`src/rtl/quad_step_decoder.sv`:
```
// Quadrature encoder front end: synchronize, debounce and decode A/B into step/direction pulses.
// Latency: DEBOUNCE_CYCLES+3 rising edges from a raw level change to the registered step/err pulse.
// Backpressure: none; the encoder cannot be stalled, so every decoded step pulses exactly once.
//
// Ports:
//   clk      - sole clock, all state updates on the rising edge
//   reset    - synchronous, active-high
//   enc_a    - raw encoder channel A (asynchronous to clk)
//   enc_b    - raw encoder channel B (asynchronous to clk)
//   step     - one-cycle pulse per decoded step (counter enable)
//   up_down  - direction of the latest step, 1 = up, 0 = down (counter direction)
//   err      - one-cycle pulse on an illegal quadrature transition
//   armed    - high once the inputs have settled after reset and decoding is active
module quad_step_decoder #(
    parameter int unsigned DEBOUNCE_CYCLES = 4,
    parameter bit          X4_MODE         = 1'b1
) (
    input  logic clk,
    input  logic reset,
    input  logic enc_a,
    input  logic enc_b,
    output logic step,
    output logic up_down,
    output logic err,
    output logic armed
);

    // Counter widths: debounce counter never exceeds DEBOUNCE_CYCLES-1 (<= 254),
    // the settle counter never exceeds DEBOUNCE_CYCLES+1 (<= 256).
    localparam logic [8:0] DB_LIMIT    = 9'(DEBOUNCE_CYCLES);
    localparam logic [8:0] SETTLE_LAST = 9'(DEBOUNCE_CYCLES + 1);

    typedef enum logic [1:0] {
        TR_NONE,
        TR_UP,
        TR_DOWN,
        TR_ILLEGAL
    } trans_t;

    // ------------------------------------------------------------------
    // Two-flop synchronizers; bit [1] is the only stage the rest of the
    // design is allowed to look at.
    // ------------------------------------------------------------------
    logic [1:0] sync_a;
    logic [1:0] sync_b;

    always_ff @(posedge clk) begin
        if (reset) begin
            sync_a <= '0;
            sync_b <= '0;
        end else begin
            sync_a <= {sync_a[0], enc_a};
            sync_b <= {sync_b[0], enc_b};
        end
    end

    // ------------------------------------------------------------------
    // Debounce filters. A counter runs while the synchronized level
    // disagrees with the filtered level and is cleared whenever they
    // agree, so only an uninterrupted disagreement of DEBOUNCE_CYCLES
    // cycles flips the filtered value.
    // ------------------------------------------------------------------
    logic [7:0] cnt_a, cnt_b;
    logic [7:0] cnt_a_nxt, cnt_b_nxt;
    logic       filt_a, filt_b;
    logic       filt_a_nxt, filt_b_nxt;
    logic [8:0] cnt_a_inc, cnt_b_inc;

    assign cnt_a_inc = {1'b0, cnt_a} + 9'd1;
    assign cnt_b_inc = {1'b0, cnt_b} + 9'd1;

    always_comb begin
        cnt_a_nxt  = '0;
        filt_a_nxt = filt_a;
        if (sync_a[1] != filt_a) begin
            if (cnt_a_inc == DB_LIMIT) begin
                // Counter would reach the limit: accept the new level and
                // leave the counter cleared for the next change.
                filt_a_nxt = ~filt_a;
            end else begin
                cnt_a_nxt = cnt_a_inc[7:0];
            end
        end
    end

    always_comb begin
        cnt_b_nxt  = '0;
        filt_b_nxt = filt_b;
        if (sync_b[1] != filt_b) begin
            if (cnt_b_inc == DB_LIMIT) begin
                filt_b_nxt = ~filt_b;
            end else begin
                cnt_b_nxt = cnt_b_inc[7:0];
            end
        end
    end

    always_ff @(posedge clk) begin
        if (reset) begin
            cnt_a  <= '0;
            cnt_b  <= '0;
            filt_a <= 1'b0;
            filt_b <= 1'b0;
        end else begin
            cnt_a  <= cnt_a_nxt;
            cnt_b  <= cnt_b_nxt;
            filt_a <= filt_a_nxt;
            filt_b <= filt_b_nxt;
        end
    end

    // ------------------------------------------------------------------
    // Arming: wait until both channels have agreed with their filtered
    // values for DEBOUNCE_CYCLES+2 consecutive cycles, so whatever level
    // the encoder sits at after reset is absorbed silently.
    // ------------------------------------------------------------------
    logic       settled_now;
    logic [8:0] settle_cnt;

    assign settled_now = (sync_a[1] == filt_a) && (sync_b[1] == filt_b);

    always_ff @(posedge clk) begin
        if (reset) begin
            settle_cnt <= '0;
            armed      <= 1'b0;
        end else if (!armed) begin
            if (settled_now) begin
                if (settle_cnt == SETTLE_LAST) begin
                    armed <= 1'b1;
                end else begin
                    settle_cnt <= settle_cnt + 9'd1;
                end
            end else begin
                settle_cnt <= '0;
            end
        end
    end

    // ------------------------------------------------------------------
    // Transition classification. The previous quadrature state is kept
    // one cycle behind the filtered state, so a filtered update is seen
    // here the cycle after it happens and the result lands in the output
    // register on the following edge.
    // ------------------------------------------------------------------
    logic [1:0] quad;
    logic [1:0] quad_prev;
    trans_t     trans;

    assign quad = {filt_a, filt_b};

    always_ff @(posedge clk) begin
        if (reset) begin
            quad_prev <= 2'b00;
        end else begin
            quad_prev <= quad;
        end
    end

    // Up sequence is 00 -> 01 -> 11 -> 10 -> 00; both bits changing at
    // once cannot be attributed to a direction.
    always_comb begin
        trans = TR_NONE;
        case ({quad_prev, quad})
            4'b00_01, 4'b01_11, 4'b11_10, 4'b10_00: trans = TR_UP;
            4'b00_10, 4'b10_11, 4'b11_01, 4'b01_00: trans = TR_DOWN;
            4'b00_11, 4'b11_00, 4'b01_10, 4'b10_01: trans = TR_ILLEGAL;
            default:                                 trans = TR_NONE;
        endcase
    end

    // ------------------------------------------------------------------
    // Step generation. In x1 mode the accumulator counts edges within a
    // detent; it is cleared the moment it would reach +/-4, so the stored
    // value always stays within -3..+3.
    // ------------------------------------------------------------------
    logic signed [3:0] acc;
    logic signed [3:0] acc_nxt;
    logic              step_nxt;
    logic              err_nxt;
    logic              up_down_nxt;

    always_comb begin
        step_nxt    = 1'b0;
        err_nxt     = 1'b0;
        up_down_nxt = up_down;
        acc_nxt     = acc;
        if (armed) begin
            case (trans)
                TR_UP: begin
                    if (X4_MODE) begin
                        step_nxt    = 1'b1;
                        up_down_nxt = 1'b1;
                    end else if (acc == 4'sd3) begin
                        step_nxt    = 1'b1;
                        up_down_nxt = 1'b1;
                        acc_nxt     = 4'sd0;
                    end else begin
                        acc_nxt = acc + 4'sd1;
                    end
                end
                TR_DOWN: begin
                    if (X4_MODE) begin
                        step_nxt    = 1'b1;
                        up_down_nxt = 1'b0;
                    end else if (acc == -4'sd3) begin
                        step_nxt    = 1'b1;
                        up_down_nxt = 1'b0;
                        acc_nxt     = 4'sd0;
                    end else begin
                        acc_nxt = acc - 4'sd1;
                    end
                end
                TR_ILLEGAL: begin
                    err_nxt = 1'b1;
                    acc_nxt = 4'sd0;
                end
                default: begin
                end
            endcase
        end
    end

    always_ff @(posedge clk) begin
        if (reset) begin
            acc     <= 4'sd0;
            step    <= 1'b0;
            err     <= 1'b0;
            up_down <= 1'b1;
        end else begin
            acc     <= acc_nxt;
            step    <= step_nxt;
            err     <= err_nxt;
            up_down <= up_down_nxt;
        end
    end

endmodule

```
`config.mk`:
```
export PLATFORM = sky130hd
export DESIGN_NAME = quad_step_decoder
export DESIGN_NICKNAME = d
export VERILOG_FILES = /design/src/rtl/quad_step_decoder.sv
export SDC_FILE = /design/constraint.sdc
export NUM_CORES = 1
export LEC_CHECK = 0
export CAP_MARGIN = 10
export CELL_PAD_IN_SITES_DETAIL_PLACEMENT = 2
export CELL_PAD_IN_SITES_GLOBAL_PLACEMENT = 2
export CORE_ASPECT_RATIO = 0.7
export CORE_MARGIN = 8
export CORE_UTILIZATION = 40
export CTS_CLUSTER_DIAMETER = 200
export DETAILED_ROUTE_END_ITERATION = 10
export PLACE_DENSITY = 0.9
export SYNTH_ARGS = -nofsm -noshare
export SYNTH_HDL_FRONTEND = slang
export SYNTH_SLANG_ARGS = --single-unit
```
`constraint.sdc`:
```
create_clock -name clk -period 4.3 [get_ports clk]
set_clock_uncertainty 0.15 [all_clocks]
set_input_delay 0.645 -clock clk [delete_from_list [all_inputs] [get_ports clk]]
set_output_delay 0.645 -clock clk [all_outputs]
set_load 0.02 [all_outputs]
```
==> results.py <==
metrics = {
    "status": {
        "status": "finished, final reports clean",
    },
    "pwr": {
        "leakagePower_nw": 0.672,
        "p_sw_frac": 0.231,
        "p_sw_mw": 0.159,
        "intPower_mw": 0.531,
        "sequentialPowerShare": 0.512,
        "pwr-share-comb": 0.041,
        "clockPowerShare": 0.448,
        "worst_ir_drop_vdd_v": 0.000242,
        "design_power_total_mw": 0.691,
        "power_per_cell_area_nw_per_um2": 364,
    },
    "placed_design": {
        "port_buffers": 7,
        "placed_area_um2": 1780,
        "dp_hpwl_um": 3000,
        "pre_cts_ws_ns": 2.02,
        "routabilityCongestion": 0.832,
    },
    "global_routing": {
        "grt_max_degree": 17,
        "use_met1": 0.204,
        "met3_usage": 0.0448,
        "antenna_found_initial": 0,
        "overflow": 0,
        "grt_pass1_wl_um": 8360,
        "grt_pass1_vias": 1514,
        "grt_util_all_layers": 0.166,
        "top_usage_layer": "met2",
        "met2_usage": 0.271,
    },
    "cells_and_area": {
        "multi_input_area_um2": 895,
        "n_antenna_cell": 0,
        "fill_cells": 413,
        "drive_above_1_share": 0.0802,
        "area_growth_pct": 13.7,
        "layout_common_cells": "dfxtp_1, nor2_1, xor2_1",
        "utilization": 0.478,
        "regArea_um2": 741,
        "final_common_cell": "dfxtp_1",
        "fin_area_um2": 1900,
        "final_nets": 197,
    },
    "clock_tree": {
        "h-tree-depth": 2,
        "clk_pin_slew_ns": 0.08,
        "root_buffer": "clkbuf_8",
        "numCtsBuffers": 5,
        "cts_buffer_depth": 2,
        "cts_hold_buf": 0,
        "cts_resized": 0,
        "cts_setup_buffers": 0,
        "cts_sinks": 37,
        "clk_latency_ns": 0.30,
        "cts_tree": "yes",
    },
    "worst_setup_path": {
        "cp.required_ns": 4.34,
        "crit_path_max_fanout": 6,
        "critical_path_class": "reg2reg",
        "worst-endpoint-arrival_ns": 2.37,
        "crit_path_end_kind": "register",
        "r2r_setup_slack_ns": 1.97,
        "crit_path_start_kind": "register",
    },
    "logic_synthesis": {
        "synth_edf_count": 0,
        "syn_area_um2": 1670,
        "syn_inst": 177,
        "synth_nets": 188,
        "ys_warn_count": 0,
        "synth_seq_cells": 37,
        "synth-main-ff-cell": "dfxtp_1",
        "async_reset_ff_frac": 0,
        "yosys.area.top_type": "dfxtp_1",
        "synth_top_area_frac": 0.444,
        "ys_types": 38,
        "synthTopCellsByArea": "dfxtp_1, xor2_1, nor2_1, ha_1, xnor2_1",
        "seq_area_frac_synth": 0.444,
        "syn_avg_cell_area_um2": 9.42,
    },
    "timing": {
        "rsz0062_at_grt": "false",
        "hold_viol": 0,
        "tightest_slew_ns": 0.607,
        "timing.final.ws_setup_ns": 1.97,
        "final.period_utilization": 0.542,
        "tns_ns": 0,
        "slew_viol_final": 0,
        "max_freq_mhz": 429,
        "setup_violations": 0,
        "slew_headroom": 0.590,
        "fin_crit_ns": 2.33,
    },
    "job": {
        "max_cap_viol_count": 0,
    },
    "floorplanning": {
        "coreArea_um2": 3970,
        "start_util": 0.420,
        "dieArea_um2": 6520,
        "row_count": 19,
        "die_h_um": 70.0,
        "die_w_um": 93.2,
        "pin_count": 8,
    },
    "drt": {
        "ant_nets": 0,
        "first_pass_iters": 4,
        "first_iter_violations": 59,
        "routed_wl_um": 4950,
        "via_count": 1301,
        "drc": 0,
        "wl_per_cell_um": 20.7,
        "vias_per_cell": 5.44,
    },
    "hold_path": {
        "hold_class": "reg2reg",
    },
}
[cells by family after synthesis]
logic type,share of synthesized area
flops,0.444
compound gates,0.0660
mux,0.0210
buf+inv,0.0195
simple gates,0.276
xor+xnor,0.121
fa+ha+maj,0.0525
[power by group through the flow]
stage	Sequential, mW	Clock (mW)	Combinational, mW
finish	0.353	0.309	0.0280
floorplan	0.359	0	0.0159
global route	0.354	0.326	0.0299
global placement	0.360	0	0.0219
CTS	0.353	0.312	0.0275
detailed placement	0.361	0	0.0253
[cells in the mapped netlist, types with 3 or more instances]
cell type and n:
nand4_1 4, nor4b_1 3, inv_1 3, ha_1 7, nand2_1 10, xnor2_1 8, nor2b_1 7, clkbuf_1 3
a21oi_1 4, dfxtp_1 37, xor2_1 15, nand2b_1 3, nor2_1 30, nor3_1 3, nand3_1 9, and3_1 3
o21ai_0 3
[through the flow]
step / cells / hold slack (ns)
after floorplan: 177 / 0.264
after global placement: 231 / 0.279
after detailed placement: 231 / 0.309
after CTS: 239 / 0.319
after global routing: 239 / 0.330
final: 239 / 0.321
[layout make-up]
type,count,share of cell area
inverters,3,0.00594
clock buffers,5,0.0363
flip-flops and latches,37,0.391
multi-input cells,132,0.472
well taps,52,0.0343
repair buffers,7,0.0369
clock inverters,3,0.0244
[routing by layer]
metal | vias to the layer above | wire (µm)
met5 | - | 0
met4 | 0 | 56
met3 | 7 | 159
met2 | 15 | 2340
met1 | 659 | 2390
li1 | 620 | -
[flip-flops by register name, summed over array words and instances, names as in the netlist]
name and cells:
settle_cnt 9, cnt_a 8, cnt_b 8, quad_prev 2
sync_a 2, sync_b 2, armed 1, err 1
filt_a 1, filt_b 1, step 1, up_down 1
[critical path, stage by stage, from the launching register on]
cell and delay, ns:
dfxtp_1 0.44, ha_1 0.27, nand3_2 0.19, nor4b_2 0.34, a211oi_1 0.12, nor4b_4 0.36
mux2_4 0.34
[worst paths after layout]
check             cells past startpoint                 start                   end
hold / removal                        1  sync_a[0]$_SDFF_PP0_  sync_a[1]$_SDFF_PP0_
hold reg to reg                       1  sync_a[0]$_SDFF_PP0_  sync_a[1]$_SDFF_PP0_
setup reg to reg                      6   cnt_a[0]$_SDFF_PP0_   filt_a$_SDFFE_PP0P_
setup / recovery                      6   cnt_a[0]$_SDFF_PP0_   filt_a$_SDFFE_PP0P_
No activity file was read; power rests on OpenSTA's default activity.
